===== src/rtl/fib_client.sv =====
// Initiator for the start/done compute-core handshake: takes a job index upstream, starts the
// core, waits for done (with timeout) and returns the result downstream with saturating stats.
module fib_client #(
    parameter int unsigned DW      = 16,
    parameter int unsigned TIMEOUT = 1024,
    parameter int unsigned TW      = $clog2(TIMEOUT) + 1
) (
    input  logic          clk,
    input  logic          reset,
    input  logic          req_valid,
    output logic          req_ready,
    input  logic [DW-1:0] req_n,
    output logic [DW-1:0] core_din,
    output logic          core_start,
    input  logic [DW-1:0] core_dout,
    input  logic          core_done,
    output logic          rsp_valid,
    input  logic          rsp_ready,
    output logic [DW-1:0] rsp_n,
    output logic [DW-1:0] rsp_value,
    output logic          rsp_timeout,
    output logic [15:0]   jobs_done,
    output logic [7:0]    timeouts
);

    typedef enum logic [1:0] {
        StIdle,
        StStart,
        StWait,
        StResp
    } state_e;

    localparam logic [TW-1:0] CntLast = TW'(TIMEOUT - 1);

    state_e        state_q, state_d;
    logic [TW-1:0] cnt_q, cnt_d;
    logic [DW-1:0] core_din_q, core_din_d;
    logic          core_start_q, core_start_d;
    logic          rsp_valid_q, rsp_valid_d;
    logic [DW-1:0] rsp_n_q, rsp_n_d;
    logic [DW-1:0] rsp_value_q, rsp_value_d;
    logic          rsp_timeout_q, rsp_timeout_d;
    logic [15:0]   jobs_done_q, jobs_done_d;
    logic [7:0]    timeouts_q, timeouts_d;

    always_ff @(posedge clk or negedge reset) begin
        if (!reset) begin
            state_q       <= StIdle;
            cnt_q         <= '0;
            core_din_q    <= '0;
            core_start_q  <= 1'b0;
            rsp_valid_q   <= 1'b0;
            rsp_n_q       <= '0;
            rsp_value_q   <= '0;
            rsp_timeout_q <= 1'b0;
            jobs_done_q   <= '0;
            timeouts_q    <= '0;
        end else begin
            state_q       <= state_d;
            cnt_q         <= cnt_d;
            core_din_q    <= core_din_d;
            core_start_q  <= core_start_d;
            rsp_valid_q   <= rsp_valid_d;
            rsp_n_q       <= rsp_n_d;
            rsp_value_q   <= rsp_value_d;
            rsp_timeout_q <= rsp_timeout_d;
            jobs_done_q   <= jobs_done_d;
            timeouts_q    <= timeouts_d;
        end
    end

    always_comb begin
        state_d       = state_q;
        cnt_d         = cnt_q;
        core_din_d    = core_din_q;
        rsp_n_d       = rsp_n_q;
        rsp_value_d   = rsp_value_q;
        rsp_timeout_d = rsp_timeout_q;
        jobs_done_d   = jobs_done_q;
        timeouts_d    = timeouts_q;

        unique case (state_q)
            StIdle: begin
                // req_ready is 1 here, so valid alone means acceptance
                if (req_valid) begin
                    core_din_d = req_n;
                    rsp_n_d    = req_n;
                    state_d    = StStart;
                end
            end
            StStart: begin
                cnt_d   = '0;
                state_d = StWait;
            end
            StWait: begin
                cnt_d = cnt_q + 1'b1;
                // done takes priority over the timeout limit in the same cycle
                if (core_done) begin
                    rsp_value_d   = core_dout;
                    rsp_timeout_d = 1'b0;
                    state_d       = StResp;
                end else if (cnt_q == CntLast) begin
                    rsp_value_d   = '0;
                    rsp_timeout_d = 1'b1;
                    state_d       = StResp;
                end
            end
            StResp: begin
                if (rsp_ready) begin
                    state_d = StIdle;
                    if (rsp_timeout_q) begin
                        if (timeouts_q != 8'hFF) timeouts_d = timeouts_q + 8'd1;
                    end else begin
                        if (jobs_done_q != 16'hFFFF) jobs_done_d = jobs_done_q + 16'd1;
                    end
                end
            end
            default: state_d = StIdle;
        endcase

        // Registered strobes are decoded from the next state so they align with it
        core_start_d = (state_d == StStart);
        rsp_valid_d  = (state_d == StResp);
    end

    assign req_ready   = (state_q == StIdle);
    assign core_din    = core_din_q;
    assign core_start  = core_start_q;
    assign rsp_valid   = rsp_valid_q;
    assign rsp_n       = rsp_n_q;
    assign rsp_value   = rsp_value_q;
    assign rsp_timeout = rsp_timeout_q;
    assign jobs_done   = jobs_done_q;
    assign timeouts    = timeouts_q;

endmodule


===== config.mk =====
export PLATFORM = sky130hd
export DESIGN_NAME = fib_client
export DESIGN_NICKNAME = d
export VERILOG_FILES = /design/src/rtl/fib_client.sv
export SDC_FILE = /design/constraint.sdc
export NUM_CORES = 1
export LEC_CHECK = 0
export CORE_UTILIZATION = 40
export DETAILED_ROUTE_END_ITERATION = 8
export GPL_ROUTABILITY_DRIVEN = 0
export GPL_TIMING_DRIVEN = 0
export PLACE_DENSITY = 0.86
export SLEW_MARGIN = 20
export SYNTH_ARGS = -nofsm -noshare
export SYNTH_HDL_FRONTEND = slang
export SYNTH_SLANG_ARGS = --single-unit

===== constraint.sdc =====
create_clock -name clk -period 1.7 [get_ports clk]
set_input_delay 0.51 -clock clk [delete_from_list [all_inputs] [get_ports clk]]
set_output_delay 0.51 -clock clk [all_outputs]
set_load 0.02 [all_outputs]

Word-level counts from Yosys, hierarchy flattened
Cells that the tools add are included.

cells by class
  add/sub/neg operators = 3
  eq/ne operators = 8
  mux-type cells = 10
  bitwise logic cells = 1
  reduce and logical (&&, ||, !) cells = 7

operator list
  cell                                                               count
  16-bit 2-to-1 mux                                                  2
  11-bit one-hot mux with 2 select lines                             1
  16-bit by 1-bit adder with 16-bit output, second input constant    1
  16-bit != test, second input constant                              1
  11-bit by 1-bit adder with 11-bit output, second input constant    1
  11-bit by 10-bit == test with 1-bit output, second input constant  1
  8-bit by 1-bit adder with 8-bit output, second input constant      1
  2-bit 2-to-1 mux                                                   4
  8-bit != test, second input constant                               1
  2-bit one-hot mux with 4 select lines                              1
  4-bit AND reduction                                                2
  2-bit == test, second input constant                               3
  2-bit by 1-bit == test with 1-bit output, second input constant    2
  2-bit AND reduction                                                2
  2-bit nonzero test                                                 2
  2-bit zero test                                                    1
  1-bit 2-to-1 mux                                                   2
  1-bit inverter                                                     1

storage, ports and cells
  bits in registers = 72
  output and inout port bits = 76

Depth between registers and ports, before layout
  word-level depth = 5
  mapped depth = 8
  depth with buffers taken out = 7

Least setup slack after synthesis
No wires, ideal clock.

  path kind = reg-to-reg
  start point = register jobs_done_q[0] (netlist: jobs_done[0])
  end point = register jobs_done_q[6] (netlist: jobs_done[6])
  library setup time = 0.138 ns
  arrival = 1.754 ns
  required time = 1.562 ns
  slack = -0.192 ns
  stages on the path, launching flop included = 7
  buffers on the path = 0
  clock period less this slack = 1.892 ns
  cells stage by stage = dfrtp_1 ha_1 nand2_1 or4_4 o21ai_2 nor4_1 xor2_1

between the ends
  longest elaborated chain between the ends = 2
  elaborated cells between the ends (all ways) = 3
  those cells by class = add/sub: 1; eq/ne: 1; reduce/logical: 1

RTL lines
  item                                                                              line  RTL
  start: declaration                                                                43    logic [15:0] jobs_done_q, jobs_done_d;
  start signal: assignment                                                          67    jobs_done_q <= jobs_done_d;
  branches (longest 2 deep; another with 16-bit by 1-bit adder with 16-bit output)  n/a

Parallel ways; which one is timed is not known.
A chain may end at the register's enable or synchronous reset.

Final worst setup path
  start point = register cnt_q[0]
  end point = register rsp_value_q[9] (netlist: rsp_value[9])

between the ends
  longest elaborated chain between the ends = 3

RTL lines
  item                                        line  RTL
  start: declaration                          36    logic [TW-1:0] cnt_q, cnt_d;
  start signal: assignment                    60    cnt_q <= cnt_d;
  11-bit by 10-bit == test with 1-bit output  102   end else if (cnt_q == CntLast) begin
  2-bit nonzero test (no line)                n/a
  2-bit AND reduction (no line)               n/a
  end signal: assignment                      65    rsp_value_q <= rsp_value_d;
  end: declaration                            41    logic [DW-1:0] rsp_value_q, rsp_value_d;

Every way passes these cells.

==> impl_metrics.ini <==
[placement]
dp_hpwl_um = 5270
port-buffer-count = 112
dp.cells = 490
pre_cts_ws_ps = -518

[logic_synthesis]
synth.cell_area_um2 = 3170
netlist_instances = 275
ys.flop_type = dfrtp_1
ys_seq_area_frac = 0.568
avgSynthCellArea_um2 = 11.5
ys_types = 39
synth_edf_count = 0
ys_async_sr_fraction = 1.00
synth_warnings = 0
ys_ff_latch = 72
syn_nets = 318

[global_routing]
grt_max_degree = 48
grt_antenna_before_repair = 0
gr-total-overflow = 0
grt_pass1_vias = 2561
grt_pass1_wl_um = 12000
grt_usage = 0.185

[critical_path]
path_buf_inv = 1
path_max_fanout = 6
cp.required_ps = 1930
arrival_ps = 1980
critPathSlowestCell = dfrtp_1
path_class = flip-flop to flip-flop
ff2ff_path_depth = 6
end_kind = flip-flop
crit_family = simple AND/OR/NAND/NOR gates
path_cells = ha_4 -> nand4b_1 -> nor4_4 -> nor2_4 -> buf_6 -> a22o_1
path_depth = 6
worstSetupStartpointType = flip-flop
max_stage_delay_ps = 420

[timing]
fmax_ghz = 0.570
grt_setup_unrepaired = true
clock_skew_ps = 9.30
maxSlewHeadroom = 0.733
setup_viol = 20
timing.final.crit_share = 1.03
fin_setup_tns_ps = -561
period_needed_ps = 1760
hold_violations = 0
slew_viol_final = 0
tightestPinTransition_ps = 400
layout_setup_ws_ps = -55.3

[power]
p_leak_nw = 2.42
power_density_nw_per_um2 = 1610
ir_worst_vdd_uv = 982
p_total_w = 0.00808

[cts]
h-tree-depth = 3
cts_made_buffers = 9
cts_sinks = 72
cts_tree = done
clkSlewWorstSetupHoldPaths_ps = 80
insertion_delay_ps = 340
clk_path_buf_depth = 2
cts-root-buf = clkbuf_8
holdBufCountCts = 0

[run]
maxCapViolCount = 0

[floorplan]
die-area_um2 = 8290
start_util = 0.413
rows = 32
core_area_um2 = 7690
pin_count = 113
die_h_um = 91.0
die-width_um = 91.0

[detailed_routing]
wl_um = 7940
route.detailed.drc = 0
wl_per_cell_um = 14.9
first_iter_violations = 66
m1WireLength_um = 3290
ant_nets = 0
route.vias.total = 2668
vias_per_cell = 5.00
met3_wirelength_um = 437
dr.pass1.iters = 4
top_layer = met4
wl_met2_um = 4120

[finish]
register_area_um2 = 1810
utilization = 0.651
antennaDiodeCount = 0
area_growth_pct = 57.8
fill_cells = 589
drive_gt1_frac = 0.301
fin_nets = 470
multi_input_area_um2 = 1370
fin_cells = 534

[outcome]
violations = setup timing
status = complete, but fails checks

[hold_path]
hp-class = input port to asynchronous set/reset pin
-- cell usage after synthesis, types with 3 or more instances --
| cell | n | area (um^2) |
|---|---|---|
| a21oi_1 | 6 | 30.0 |
| a22o_1 | 16 | 140 |
| a31oi_1 | 3 | 18.8 |
| and2_1 | 4 | 25.0 |
| buf_4 | 16 | 120 |
| clkbuf_1 | 4 | 15.0 |
| dfrtp_1 | 72 | 1800 |
| ha_1 | 6 | 75.1 |
| inv_1 | 6 | 22.5 |
| mux2_2 | 16 | 180 |
| nand2_1 | 29 | 109 |
| nand3_1 | 10 | 50.1 |
| nand4_1 | 6 | 37.5 |
| nor2_1 | 21 | 78.8 |
| nor3_1 | 6 | 30.0 |
| o21ai_0 | 6 | 30.0 |
| xnor2_1 | 12 | 105 |
| xor2_1 | 11 | 96.3 |
-- worst paths after layout --
check                             startpoint      endpoint  slack [ps]
worst max-delay path                cnt_q[0]  rsp_value[9]         -60
worst min-delay path                   reset  jobs_done[4]          70
worst max register to register      cnt_q[0]  rsp_value[9]         -60
worst min register to register  jobs_done[6]  jobs_done[6]         490
max in group asynchronous              reset   rsp_timeout        1060
min in group clk                jobs_done[6]  jobs_done[6]         490
-- area by class of cell --
type,count,area share
flip-flops and latches,72,0.362
plain buffers,20,0.0300
clock buffers,12,0.0330
clock inverters,4,0.0150
multi-input cells,175,0.273
repair buffers,143,0.256
well taps,102,0.0255
inverters,6,0.00450
-- cell families after synthesis --
family / after synthesis / synth area share
adders and majority gates: 6 / 0.0237
AOI/OAI and AO/OA: 40 / 0.0931
and+or+nand+nor: 89 / 0.139
buffers and inverters: 28 / 0.0525
DFF: 72 / 0.568
xor gates and xnor gates: 23 / 0.0635
muxes: 17 / 0.0600
-- cell usage in the layout (no fill, tap or decap), types with 4 or more instances in the layout --
master	Yosys	final
clkdlybuf4s15_1	0	14
dfrtp_1	72	63
xnor2_1	12	11
buf_4	16	46
clkbuf_2	0	6
a21oi_1	6	4
a22o_1	16	16
ha_4	0	4
dlygate4sd2_1	0	54
nand2_1	29	26
clkbuf_8	0	12
inv_1	6	4
o21ai_0	6	5
nand3_1	10	10
buf_6	0	5
clkdlybuf4s50_1	0	34
nand4_1	6	6
mux2_2	16	16
dfrtp_2	0	9
xor2_1	11	11
nor2_1	21	18
-- state kept, by name (all words and copies together) (netlist names) --
name         cells
jobs_done       16
rsp_n           16
rsp_value       16
cnt_q           11
timeouts         8
state_q          2
core_start       1
rsp_timeout      1
rsp_valid        1
-- layer usage --
metal  global-route usage  vias to the layer above
met4               0.0648                        0
li1                     -                     1257
met2                0.318                       78
met5                    0                        -
met1                0.226                     1324
met3               0.0461                        9
-- power by group --
| part | internal, W | switching (W) |
|---|---|---|
| Sequential | 0.00223 | 0.000398 |
| Combinational | 0.00187 | 0.00200 |
| Clock | 0.000947 | 0.000647 |
-- timing repair --
item,CTS,global route
gates resized for setup,112,43
buffers inserted,12,17
pin swaps,6,10
hold endpoints to repair,0,0
gates cloned,0,1
setup endpoints to repair,123,43
-- per-stage QoR --
stage / cell area, um^2 / hold WS (ps)
floorplan: 3210 / 214
global placement: 4460 / 482
detailed placement: 4490 / 448
CTS: 4800 / 76.6
global route: 5010 / 90.9
finish: 5010 / 74.7
Power figures use the tool's default switching activity.
